`config.mk`:
```
export PLATFORM = sky130hd
export DESIGN_NAME = uart_rx_pair
export DESIGN_NICKNAME = d
export VERILOG_FILES = /design/src/rtl/uart_rx_pair.sv
export SDC_FILE = /design/constraint.sdc
export NUM_CORES = 1
export LEC_CHECK = 0
export CAP_MARGIN = 20
export CELL_PAD_IN_SITES_DETAIL_PLACEMENT = 1
export CELL_PAD_IN_SITES_GLOBAL_PLACEMENT = 1
export CORE_MARGIN = 3
export CORE_UTILIZATION = 45
export DETAILED_ROUTE_END_ITERATION = 7
export HOLD_SLACK_MARGIN = 0.05
export PLACE_DENSITY = 0.92
export SLEW_MARGIN = 20
export SYNTH_ARGS = -nofsm -noshare
export SYNTH_HDL_FRONTEND = slang
export SYNTH_SLANG_ARGS = --single-unit
```
`constraint.sdc`:
```
create_clock -name clk -period 3.47 [get_ports clk]
set_input_delay 0.694 -clock clk [delete_from_list [all_inputs] [get_ports clk]]
set_output_delay 0.694 -clock clk [all_outputs]
set_load 0.005 [all_outputs]
```
`src/rtl/uart_rx_pair.sv`:
```
// uart_rx_pair: two-frame 8N1 UART receiver with glitch rejection, framing check and optional inter-byte timeout (UARTRX_TIMEOUT_EN)
module uart_rx_pair #(
    parameter int CLKS_PER_BIT = 868,
    parameter int TIMEOUT_BITS = 20
) (
    input  logic       clk,
    input  logic       rst,
    input  logic       Rxd,
    output logic [7:0] first_byte,
    output logic [7:0] second_byte,
    output logic       Valid,
    output logic       Frame_err,
    output logic       Timeout_err,
    output logic       Busy
);
    localparam int CW = $clog2(CLKS_PER_BIT);
    localparam logic [CW-1:0] LAST = CW'(CLKS_PER_BIT - 1);
    localparam logic [CW-1:0] HALF = CW'(CLKS_PER_BIT / 2 - 1);

    typedef enum logic [2:0] {IDLE, START, DATA, STOP, BREAK, GAP} state_t;

    if (CLKS_PER_BIT < 4 || TIMEOUT_BITS < 1) begin : g_param_check
        $error("uart_rx_pair: CLKS_PER_BIT must be >= 4 and TIMEOUT_BITS >= 1");
    end

    state_t        state, state_n;
    logic [1:0]    sync;
    logic          rxd_s;
    logic [CW-1:0] cnt, cnt_n;
    logic [2:0]    bit_i, bit_n;
    logic          idx, idx_n;
    logic [7:0]    sh, sh_n, b0, b0_n, fb_n, sb_n;
    logic          v_n, fe_n;

    assign rxd_s = sync[1];
    assign Busy  = (state != IDLE);

`ifdef UARTRX_TIMEOUT_EN
    localparam int TO = TIMEOUT_BITS * CLKS_PER_BIT;
    localparam int GW = $clog2(TO);
    logic [GW-1:0] gap;
    logic          to_n;

    // GAP dwell counter, cleared whenever the FSM is outside GAP
    always_ff @(posedge clk) begin
        if (rst) begin
            gap         <= '0;
            Timeout_err <= 1'b0;
        end else begin
            gap         <= (state == GAP) ? gap + GW'(1) : '0;
            Timeout_err <= to_n;
        end
    end
`else
    assign Timeout_err = 1'b0;
`endif

    // Two-flop synchroniser (idle high) and all receiver state/outputs
    always_ff @(posedge clk) begin
        if (rst) begin
            sync        <= 2'b11;
            state       <= IDLE;
            cnt         <= '0;
            bit_i       <= '0;
            idx         <= 1'b0;
            sh          <= '0;
            b0          <= '0;
            first_byte  <= '0;
            second_byte <= '0;
            Valid       <= 1'b0;
            Frame_err   <= 1'b0;
        end else begin
            sync        <= {sync[0], Rxd};
            state       <= state_n;
            cnt         <= cnt_n;
            bit_i       <= bit_n;
            idx         <= idx_n;
            sh          <= sh_n;
            b0          <= b0_n;
            first_byte  <= fb_n;
            second_byte <= sb_n;
            Valid       <= v_n;
            Frame_err   <= fe_n;
        end
    end

    // Next-state: mid-bit sampling, byte pairing, break hold and gap timeout
    always_comb begin
        state_n = state;
        cnt_n   = cnt + CW'(1);
        bit_n   = bit_i;
        idx_n   = idx;
        sh_n    = sh;
        b0_n    = b0;
        fb_n    = first_byte;
        sb_n    = second_byte;
        v_n     = 1'b0;
        fe_n    = 1'b0;
`ifdef UARTRX_TIMEOUT_EN
        to_n    = 1'b0;
`endif
        case (state)
            IDLE: begin
                cnt_n = '0;
                if (!rxd_s) state_n = START;
            end
            START: begin
                if (cnt == HALF) begin
                    cnt_n   = '0;
                    bit_n   = '0;
                    state_n = rxd_s ? (idx ? GAP : IDLE) : DATA;
                end
            end
            DATA: begin
                if (cnt == LAST) begin
                    cnt_n       = '0;
                    sh_n[bit_i] = rxd_s;
                    bit_n       = bit_i + 3'd1;
                    if (bit_i == 3'd7) state_n = STOP;
                end
            end
            STOP: begin
                if (cnt == LAST) begin
                    cnt_n = '0;
                    if (!rxd_s) begin
                        fe_n    = 1'b1;
                        idx_n   = 1'b0;
                        state_n = BREAK;
                    end else if (!idx) begin
                        b0_n    = sh;
                        idx_n   = 1'b1;
                        state_n = GAP;
                    end else begin
                        fb_n    = b0;
                        sb_n    = sh;
                        v_n     = 1'b1;
                        idx_n   = 1'b0;
                        state_n = IDLE;
                    end
                end
            end
            BREAK: begin
                cnt_n = '0;
                if (rxd_s) state_n = IDLE;
            end
            GAP: begin
                cnt_n = '0;
                if (!rxd_s) state_n = START;
`ifdef UARTRX_TIMEOUT_EN
                else if (gap == GW'(TO - 1)) begin
                    to_n    = 1'b1;
                    idx_n   = 1'b0;
                    state_n = IDLE;
                end
`endif
            end
            default: state_n = IDLE;
        endcase
    end
endmodule

```
==> results.toml, run 1 <==
[synthesis]
syn-mean-instance-area_um2 = 8.59
synth_warnings = 0
yosys.area.top_type = "dfxtp_1"
ys.flop_type = "dfxtp_1"
synth_top_cell_area_share_pct = 43.2
yosysSeqAreaShare_pct = 43.2
syn_nets = 293
yosysUniqueCellTypes = 46
synth_area_um2 = 2460
synthTopCellsByCount = "dfxtp_1 (53), a21oi_1 (35), nand3_1 (32)"
synth-edff-count = 0
syn_inst = 286
async_reset_ff_share_pct = 0
post-synth-top-count-cell = "dfxtp_1"
synth_area_leaders = "dfxtp_1 (43%), a21oi_1 (7.1%), nand3_1 (6.5%)"
ys_seq_elements = 53

[clock_tree]
htreeDepth = 2
cts_setup_buffers = 0
ctsResizeCount = 0
clk_pin_slew_ns = 0.09
cts_tree = "done"
clk_path_buf_depth = 2
cts_buffers = 5
cts_hold_buffers = 0
clock_latency_ns = 0.30
cts_sinks = 53
root_buffer = "clkbuf_8"

[route]
dr.pass1.iters = 4
drtAntennaViolNets = 0
vias = 2117
remaining_drc_errors = 0
avgRoutedWirePerCell_um = 16.7
drt_iter0_drc = 103
vias_per_cell = 5.88
routed_wl_um = 6010

[worst_setup_path]
end_kind = "primary output"
worst_ep_arrival_time_ns = 1.78
cp_max_fo = 13
worst-setup-path-type = "reg2out"
reg2reg_from = "cnt[0]"
crit_start = "state[1]"
crit_required_ns = 2.78
cp-start-kind = "flip-flop"

[finish]
post-route-util_pct = 52.3
drive_above_1_share_pct = 6.55
multi_input_area_um2 = 1220
syn_to_final_growth_pct = 10.7
nFillCells = 633
fin_nets = 297
regArea_um2 = 1060
diodes = 0
final_cells = 360

[sta]
min_period_ns = 2.48
rsz0062_at_grt = "false"
skew_ns = 0.00768
timing.fmax_ghz = 0.404
maxSlewViolCount = 0
hold_viol_final = 0
setup_viol = 0
worst_pin_slew_ns = 0.885
tns_ns = 0
relSlewSlack_pct = 41.0
fin_crit_sh_pct = 71.4

[grt]
grt_first_pass_wirelength_um = 10400
grt_max_degree = 49
grt_pass1_vias = 2201
antenna_found_initial = 0
grt.overflow.total = 0
grtUsageTotal_pct = 20.5

[status]
status = "complete, no violations"

[die]
fp-row-count = 26
start_util_pct = 47.2
die_h_um = 79.9
die_x_um = 79.9
ios = 23
die-area_um2 = 6380
core_area_um2 = 5200

[power_and_ir_drop]
power.leakage_nw = 0.858
power.total_mw = 1.07
ir_worst_vdd_uv = 172
powerDensity_nw_per_um2 = 392

[placed_design]
routabilityCongestion = 0.776
dp_hpwl_um = 4090
placed_cells = 353
port_buffers = 21

[flow_run]
max-cap-violations = 0

[hold_path]
hold_class = "reg2reg"
hp-start = "sync[0]"
==> flip-flops by register name, indices dropped and copies added (netlist names) <==
signal,cells
first_byte,8
bit_i,3
sh,8
cnt,10
second_byte,8
state,3
Valid,1
b0,8
Frame_err,1
idx,1
sync,2
==> stage by stage <==
step	instance area, um^2	hold slack, ns	setup WS (ns)
2_1_floorplan	2460	0.389	1.84
3_3_place_gp	2620	0.392	1.28
3_5_place_dp	2620	0.397	1.15
4_1_cts	2720	0.430	0.991
5_1_grt	2720	0.441	0.814
6_report	2720	0.422	0.993
==> power breakdown <==
| group | internal (mW) | total (mW) | leakage (nW) | switching [mW] |
|---|---|---|---|---|
| combinational | 0.0187 | 0.0419 | 0.376 | 0.0232 |
| clock | 0.210 | 0.403 | 0.0540 | 0.193 |
| sequential | 0.612 | 0.622 | 0.428 | 0.0105 |
==> metal layers <==
| metal | global-route usage [%] | vias up | routed length [um] |
|---|---|---|---|
| met2 | 38.1 | 36 | 3230 |
| met3 | 3.95 | 10 | 194 |
| met4 | 6.59 | 0 | 84 |
| met5 | 0 | - | 0 |
| li1 | - | 1034 | - |
| met1 | 23.2 | 1037 | 2510 |
==> critical path: stages, from the launching register on <==
cell and delay [ns]:
dfxtp_1 0.61, inv_1 0.24, nand2_1 0.12, clkdlybuf4s50_1 0.50
==> worst paths after layout <==
| kind | end | slack, ns | cells past startpoint |
|---|---|---|---|
| min | sync[1] | 0.42 | 1 |
| min reg2reg | sync[1] | 0.42 | 1 |
| max reg2reg | b0[2] | 1.06 | 5 |
| max | Busy | 0.99 | 3 |
==> layout by cell type (no fill, tap or decap), types with 2 or more instances in the layout <==
| master | count |
|---|---|
| dfxtp_1 | 53 |
| a21oi_1 | 35 |
| nand3_1 | 32 |
| o21ai_0 | 30 |
| clkdlybuf4s50_1 | 21 |
| nor2_1 | 16 |
| nand4_1 | 14 |
| nand2_1 | 8 |
| nand2b_1 | 8 |
| xor2_1 | 7 |
| and4_1 | 5 |
| clkbuf_8 | 5 |
| xnor2_1 | 4 |
| ha_1 | 4 |
| inv_1 | 3 |
| or2_2 | 3 |
| nor2b_1 | 3 |
| a31oi_1 | 3 |
| buf_4 | 3 |
| and2_1 | 2 |
| nand3b_1 | 2 |
| mux2i_1 | 2 |
| a41o_1 | 2 |
| nor4b_1 | 2 |
| o31ai_1 | 2 |
| nor3_1 | 2 |
==> logic make-up (layout without fill, tap and decap cells) <==
| kind of cell | count (synthesis) | in the layout | share of synthesized area, % |
|---|---|---|---|
| AOI/OAI and AO/OA | 79 | 79 | 18.0 |
| xor gates and xnor gates | 11 | 11 | 3.92 |
| adders and majority gates | 4 | 4 | 2.04 |
| buffers and inverters | 30 | 34 | 6.98 |
| DFF | 53 | 53 | 43.2 |
| muxes | 2 | 2 | 0.815 |
| other | 1 | 1 | 0.153 |
| and+or+nand+nor | 106 | 106 | 24.9 |
==> area by class of cell <==
cell class              count  share of cell area (%)
clock inverters             2                    1.29
inverters                   3                   0.414
flip-flops and latches     53                    39.0
repair buffers             24                    8.56
multi-input cells         203                    45.0
clock buffers               5                    2.53
well taps                  70                    3.22
No activity file was read; power rests on OpenSTA's default activity.
==> run 2, diff against run 1 <==
- CORE_UTILIZATION: 45 -> 43
- PLACE_DENSITY: 0.92 -> 0.89
- clock period: 3.47 -> 2.3 ns (I/O delays scaled with it)
==> results.toml, run 2 (same netlist as run 1, synthesis figures left out) <==
[worst_setup_path]
r2r_slack_ns = 0.31
worst-setup-path-type = "reg2out"
crit_path_top_delay_cell = "dfxtp_1"
end_kind = "primary output"
cp_top_family = "buffers and inverters"
worst-path-buf-inv = 2
crit_required_ns = 1.84
cp_max_fo = 13
cp-start-kind = "flip-flop"
cp_cell_sequence = "inv_1, nand2_1, clkdlybuf4s50_1"
crit_path_max_incr_delay_ns = 0.60
worst_ep_arrival_time_ns = 1.74

[finish]
final_common_cell = "dfxtp_1"
nFillCells = 643
syn_to_final_growth_pct = 11.2
final_cell_mix = "dfxtp_1 (53), a21oi_1 (35), nand3_1 (32), o21ai_0 (30), clkdlybuf4s50_1 (21)"
drive_above_1_share_pct = 7.17
fin_nets = 299
multi_input_area_um2 = 1220
fin_area_um2 = 2730
largest_reg_flops = 10
regMostFlops = "cnt"
regArea_um2 = 1060
diodes = 0

[route]
vias = 2140
vias_per_cell = 5.90
drtAntennaViolNets = 0
routed_wl_um = 5760
drt_iter0_drc = 126
remaining_drc_errors = 0
avgRoutedWirePerCell_um = 15.9
dr.pass1.iters = 4

[flow_run]
max-cap-violations = 0

[grt]
grt_util_met2_pct = 31.5
grt.overflow.total = 0
antenna_found_initial = 0
grtUsageMet1_pct = 24.4
grt_max_degree = 40
grtUsageTotal_pct = 19.0
grt_pass1_vias = 2098
grt_first_pass_wirelength_um = 9870
busiest_layer = "met2"
use_met3_pct = 3.18

[clock_tree]
cts_buffers = 5
clk_pin_slew_ns = 0.10
clk_path_buf_depth = 2
htreeDepth = 2
ctsResizeCount = 0
cts_setup_buffers = 0
cts_sinks = 53
root_buffer = "clkbuf_8"
cts_hold_buffers = 0
clock_latency_ns = 0.31
cts_tree = "done"

[power_and_ir_drop]
powerDensity_nw_per_um2 = 562
ir_worst_vdd_uv = 291
power.leakage_nw = 0.865

[die]
core_area_um2 = 5300
ios = 23
start_util_pct = 46.3
fp-row-count = 26
die_h_um = 81.6
die_x_um = 81.6
die-area_um2 = 6650

[sta]
min_period_ns = 2.20
setup_viol = 0
hold_viol_final = 0
fin_crit_sh_pct = 95.5
worst_pin_slew_ns = 0.677
tns_ns = 0
timing.fmax_ghz = 0.455
relSlewSlack_pct = 54.8
maxSlewViolCount = 0
skew_ns = 0.00576
rsz0062_at_grt = "false"

[hold_path]
hold_class = "reg2reg"

[placed_design]
dpl_cell_area_um2 = 2640
routabilityCongestion = 0.810
dp_hpwl_um = 3860
port_buffers = 21

[status]
status = "complete, no violations"
[run 2: through the flow]
stage | std cells | setup slack, ns | power (mW) | hold WS, ns | util [%]
2_1_floorplan | 286 | 0.673 | 1.01 | 0.389 | -
4_1_cts | 363 | 0.101 | 1.55 | 0.423 | 51.5
5_1_grt | 363 | 0.00637 | 1.60 | 0.443 | 51.5
3_5_place_dp | 355 | 0.358 | 1.03 | 0.398 | 49.9
6_report | 363 | 0.103 | 1.54 | 0.419 | 51.5
3_3_place_gp | 355 | 0.458 | 1.02 | 0.393 | 49.9
[run 2: report_power, final]
| part | internal [mW] | switching, mW |
|---|---|---|
| logic | 0.0304 | 0.0357 |
| registers | 0.923 | 0.0175 |
| clock network | 0.218 | 0.311 |
| total | 1.17 | 0.364 |
[run 2: final timing paths]
path | from | endpoint | cells after the start
max | state[1] | Busy | 3
max reg2reg | cnt[0] | second_byte[1] | 6
min | sync[0] | sync[1] | 1
min reg2reg | sync[0] | sync[1] | 1
[run 2: layout make-up]
cell class	instances	share of cell area [%]
multi-input combinational	203	44.8
inverter	3	0.412
tap	70	3.21
timing repair buffer	26	9.53
clock inverter	2	0.504
sequential	53	38.9
clock buffer	6	2.66
[run 2: metal layers]
layer | vias to the layer above | routed length [um]
li1 | 1038 | -
met1 | 1040 | 2680
met2 | 51 | 2760
met3 | 11 | 217
met4 | 0 | 100
met5 | - | 0
==> edit 1, RTL diff (config.mk and constraints of run 2) <==
Build with the macro `UARTRX_TIMEOUT_EN` defined.
--- a/src/rtl/uart_rx_pair.sv
+++ b/src/rtl/uart_rx_pair.sv
@@ -1,4 +1,6 @@
 // uart_rx_pair: two-frame 8N1 UART receiver with glitch rejection, framing check and optional inter-byte timeout (UARTRX_TIMEOUT_EN)
+`define UARTRX_TIMEOUT_EN
+
 module uart_rx_pair #(
     parameter int CLKS_PER_BIT = 868,
     parameter int TIMEOUT_BITS = 20
Function: same outputs for any inputs over 10 cycles, from zero or initial values and one cycle with rst high; that may be too few to reach the edited logic, so the function may still have changed.
==> edit 1 against run 2 <==
Non-clock buffer count grew 8. Wire length grew 25%. Via count grew 12%. Power grew 63%. Design area grew 31%. Worst setup slack lost 39 ps. Clock power grew 140%. Register-to-register slack lost 250 ps. Core utilization grew 3.3 points. Area after synthesis grew 21%. Sequential cell count grew 16. Critical path type is now reg -> reg.
==> edit 1: results (changes against run 2) <==
INFO  route          m1WireLength=2960um [was 2680 um]
INFO  cts            clk_pin_slew_worst_paths=80ps [was 100 ps]
INFO  power_and_ir_drop vdd_drop_max=0.592mV [was 0.291 mV]
INFO  synth          seq_area_frac_synth=46.5% [was 43.2%]
INFO  synth          synth.mux.area_fraction=10.5% [was 0.815%]
INFO  synth          synth_cell_type_count=48 [was 46]
INFO  global_route   grt_use_total=19.5% [was 19.0%]
INFO  placement      io_buffers=22 [was 21]
INFO  route          met2_length=3730um [was 2760 um]
INFO  synth          synth_area_leaders=sky130_fd_sc_hd__dfxtp_1, sky130_fd_sc_hd__mux2i_1, sky130_fd_sc_hd__nor2_1, sky130_fd_sc_hd__xnor2_1, sky130_fd_sc_hd__xor2_1 [was sky130_fd_sc_hd__dfxtp_1, sky130_fd_sc_hd__a21oi_1, sky130_fd_sc_hd__nand3_1, sky130_fd_sc_hd__o21ai_0, sky130_fd_sc_hd__nand4_1]
INFO  outcome        status=complete, no violations [unchanged]
INFO  route          detail_route.wl_per_cell=16.8um [was 15.9 um]
INFO  synth          synth_compound_area_share=4.89% [was 18.0%]
INFO  synth          yosys-top-cells-count=sky130_fd_sc_hd__dfxtp_1, sky130_fd_sc_hd__nor2_1, sky130_fd_sc_hd__mux2i_1 [was sky130_fd_sc_hd__dfxtp_1, sky130_fd_sc_hd__a21oi_1, sky130_fd_sc_hd__nand3_1]
INFO  route          wl=7190um [was 5760 um]
INFO  global_route   first_pass_grt_wire_length=11800um [was 9870 um]
INFO  synth          synth_fa_ha_area_share=2.11% [was 2.04%]
INFO  placement      post-place-ws=50.6ps [was 358 ps]
INFO  setup_path     crit_arrival=2490ps [was 1740 ps]
INFO  placement      place_congestion=0.755 [was 0.810]
INFO  setup_path     critical_path_peak_fanout=4 [was 13]
INFO  placement      dp_hpwl=4660um [was 3860 um]
INFO  cts            clock_insertion_delay_worst_skew=360ps [was 310 ps]
INFO  final_layout   final_layout_size_suffix_gt1_share=11.6% [was 7.17%]
INFO  synth          synth_xor_xnor_area_share=6.49% [was 3.92%]
INFO  cts            numCtsBuffers=9 [was 5]
INFO  route          wl_met3=293um [was 217 um]
INFO  route          detail_route.iter0.violations=115 [was 126]
INFO  global_route   grt_max_degree=28 [was 40]
-- edit 1: changes by cell type in the layout (fill, tap and decap cells not counted), moves of 7 or more --
cell,run 2,this run
sky130_fd_sc_hd__nand3_1,32,17
sky130_fd_sc_hd__o21ai_0,30,6
sky130_fd_sc_hd__xnor2_1,4,12
sky130_fd_sc_hd__buf_4,4,11
sky130_fd_sc_hd__dfxtp_1,53,69
sky130_fd_sc_hd__a21oi_1,35,4
sky130_fd_sc_hd__nor2_1,16,58
sky130_fd_sc_hd__mux2i_1,2,29
-- edit 1: logic make-up (layout without fill, tap and decap cells) --
group / count (synthesis) / after routing
AND/OR/NAND/NOR: 147 / 147
flip-flops: 69 / 69
multiplexers: 31 / 31
AO/OA/AOI/OAI: 22 / 22
XOR/XNOR: 22 / 22
buffers and inverters: 22 / 56
adder cells (fa/ha/maj): 5 / 5
-- edit 1: metrics by stage --
stage	hold WS (ps)	area (sq um)
floorplan	389	2970
global placement	393	3310
detailed placement	406	3310
CTS	424	3570
global route	439	3580
finish	420	3580
-- edit 1: path summary, 6_finish.rpt --
check                             start  endpoint  slack, ps  depth (start not counted)
worst min register to register  sync[0]   sync[1]        420                          1
worst min-delay path            sync[0]   sync[1]        420                          1
worst max register to register   gap[5]  state[2]         60                          5
worst max-delay path             gap[5]  state[2]         60                          5
-- edit 1: cell type report --
| cell class | instances | share of cell area, % |
|---|---|---|
| well taps | 77 | 2.69 |
| flip-flops and latches | 69 | 38.6 |
| inverters | 6 | 0.629 |
| multi-input cells | 227 | 41.9 |
| clock buffers | 11 | 4.23 |
| repair buffers | 34 | 9.02 |
| clock inverters | 5 | 2.97 |
-- edit 1: metal layers --
layer  vias up  GRT usage, %
li1       1159             -
met4         0          9.34
met2        47          34.5
met1      1164          21.0
met5         -             0
met3        21          5.90
-- edit 1: power groups by stage --
| stage | clock (W) | sequential, W | combinational, W |
|---|---|---|---|
| final | 0.00125 | 0.00120 | 0.0000524 |
| after global routing | 0.00132 | 0.00120 | 0.0000570 |
| after CTS | 0.00127 | 0.00120 | 0.0000512 |
| after detailed placement | 0 | 0.00123 | 0.0000498 |
| after global placement | 0 | 0.00123 | 0.0000484 |
| after floorplan | 0 | 0.00123 | 0.0000337 |
-- edit 1: worst max-delay path, cell delays in order, from the launching register on --
cell and delay, ps:
sky130_fd_sc_hd__dfxtp_1 350, sky130_fd_sc_hd__or4b_1 510, sky130_fd_sc_hd__or4_1 530, sky130_fd_sc_hd__and3_1 250, sky130_fd_sc_hd__nor3_2 150, sky130_fd_sc_hd__mux2_2 350
-- edit 1: timing repair --
action                                  CTS  global route
endpoints found under the setup margin    1             1
hold buffers                              0             0
gates resized for setup                   1             1
==> edit 2, RTL diff (config.mk and constraints of run 2) <==
Made on the original files. The 6 states of `state_t` get a one-hot encoding in 6 bits.
--- a/src/rtl/uart_rx_pair.sv
+++ b/src/rtl/uart_rx_pair.sv
@@ -17,7 +17,7 @@
     localparam logic [CW-1:0] LAST = CW'(CLKS_PER_BIT - 1);
     localparam logic [CW-1:0] HALF = CW'(CLKS_PER_BIT / 2 - 1);
 
-    typedef enum logic [2:0] {IDLE, START, DATA, STOP, BREAK, GAP} state_t;
+    typedef enum logic [5:0] {IDLE = 6'b000001, START = 6'b000010, DATA = 6'b000100, STOP = 6'b001000, BREAK = 6'b010000, GAP = 6'b100000} state_t;
 
     if (CLKS_PER_BIT < 4 || TIMEOUT_BITS < 1) begin : g_param_check
         $error("uart_rx_pair: CLKS_PER_BIT must be >= 4 and TIMEOUT_BITS >= 1");
Formal check against the unedited RTL: same outputs for any inputs over 10 cycles, from zero or initial values and one cycle with rst high; not proved beyond that.
==> edit 2 against run 2 <==
Design area rose by 9.7%. Cell count rose by 5.0%. Worst setup slack better by 45 ps. Non-clock buffer count increased by 4. Hold slack gained 28 ps. Maximum frequency up 2.1%. Register-to-register slack worse by 100 ps. Wire length up 5.3%. Area after synthesis is 8.2% higher. Sequential cell count is 3 higher.
Power is not compared: it rests on default switching activity, and its combinational part moved more than twofold at a synthesized area within 25%.
==> edit 2: results (changes against run 2) <==
INFO  final_layout   num-nets-final=312 [was 299]
INFO  route          detail_route.wl_per_cell=15.9um [about the same]
INFO  global_route   use_met2=30.8% [was 31.5%]
INFO  setup_path     crit_arrival=1690ps [was 1740 ps]
INFO  route          dr_total_vias=2091 [was 2140]
INFO  setup_path     critical-path-slowest-cell=sky130_fd_sc_hd__clkdlybuf4s50_1 [was sky130_fd_sc_hd__dfxtp_1]
INFO  setup_path     cp_slowest_stage_delay=470ps [was 600 ps]
INFO  outcome        status=complete, no violations [unchanged]
INFO  placement      post-place-cells=372 [was 355]
INFO  synth          yosys-top-cells-count=sky130_fd_sc_hd__dfxtp_1, sky130_fd_sc_hd__nand2_1, sky130_fd_sc_hd__nor2_1 [was sky130_fd_sc_hd__dfxtp_1, sky130_fd_sc_hd__a21oi_1, sky130_fd_sc_hd__nand3_1]
INFO  synth          avgSynthCellArea=9.20squm [was 8.59 sq um]
INFO  global_route   grt_use_met1=21.8% [was 24.4%]
INFO  route          detail_route.iter0.violations=82 [was 126]
INFO  placement      place_congestion=0.791 [was 0.810]
INFO  setup_path     critical_path_peak_fanout=8 [was 13]
INFO  route          met2_length=3070um [was 2760 um]
INFO  final_layout   final_layout_size_suffix_gt1_share=16.0% [was 7.17%]
INFO  timing         finalClockSkew=8.68ps [was 5.76 ps]
INFO  global_route   grt_max_degree=24 [was 40]
INFO  global_route   first_pass_grt_wire_length=10400um [was 9870 um]
INFO  final_layout   num-fill-cells=706 [was 643]
INFO  setup_path     path_delay_family=simple AND/OR/NAND/NOR gates [was buffers and inverters]
INFO  global_route   grt_use_total=17.8% [was 19.0%]
INFO  synth          synth_fa_ha_area_share=1.88% [was 2.04%]
INFO  placement      dp_hpwl=4400um [was 3860 um]
INFO  route          routed_via_density=5.49 [was 5.90]
INFO  synth          synth.mux.area_fraction=7.67% [was 0.815%]
INFO  synth          synth_area_leaders=sky130_fd_sc_hd__dfxtp_1, sky130_fd_sc_hd__mux2i_1, sky130_fd_sc_hd__nand2_1, sky130_fd_sc_hd__nor3_2, sky130_fd_sc_hd__a21oi_1 [was sky130_fd_sc_hd__dfxtp_1, sky130_fd_sc_hd__a21oi_1, sky130_fd_sc_hd__nand3_1, sky130_fd_sc_hd__o21ai_0, sky130_fd_sc_hd__nand4_1]
INFO  synth          synth_cell_type_count=50 [was 46]
INFO  setup_path     setup.worst_path.start=state[3] [was state[1]]
INFO  placement      placed_area=2890squm [was 2640 sq um]
INFO  global_route   number_of_global_route_vias_before_repair=2163 [was 2098]
INFO  route          wl_met3=146um [was 217 um]
INFO  synth          seq_area_frac_synth=42.2% [was 43.2%]
INFO  placement      post-place-ws=217ps [was 358 ps]
INFO  setup_path     reg_to_reg_startpoint=state[2] [was cnt[0]]
[edit 2: cell count changes after synthesis, sizes merged, moves of 5 or more]
cell / run 2 / this run
nand2: 8 / 46
o21ai: 30 / 2
nand3: 32 / 10
mux2i: 2 / 17
a21oi: 35 / 21
nor3: 2 / 13
nand4: 14 / 5
nor2: 16 / 25
nand2b: 8 / 1
nor4: 1 / 6
[edit 2: worst paths after layout]
check / endpoint / slack, ps / cells after the start
max reg2reg: state[2] / 210 / 5
min: sync[1] / 450 / 1
max: Busy / 150 / 3
min reg2reg: sync[1] / 450 / 1
[edit 2: final cells by class]
cell class	count	area (sq um)	area share (%)
repair buffers	30	273	9.11
clock inverters	3	26.3	0.878
well taps	75	93.8	3.13
clock buffers	5	68.8	2.30
multi-input cells	209	1400	46.7
inverters	3	11.3	0.376
flip-flops and latches	56	1120	37.5
[edit 2: timing repair]
item / 4_1_cts / 5_1_grt
gates resized for setup: 0 / 1
setup endpoints to repair: 1 / 1
pin swaps: 1 / 0
buffers inserted: 1 / 0
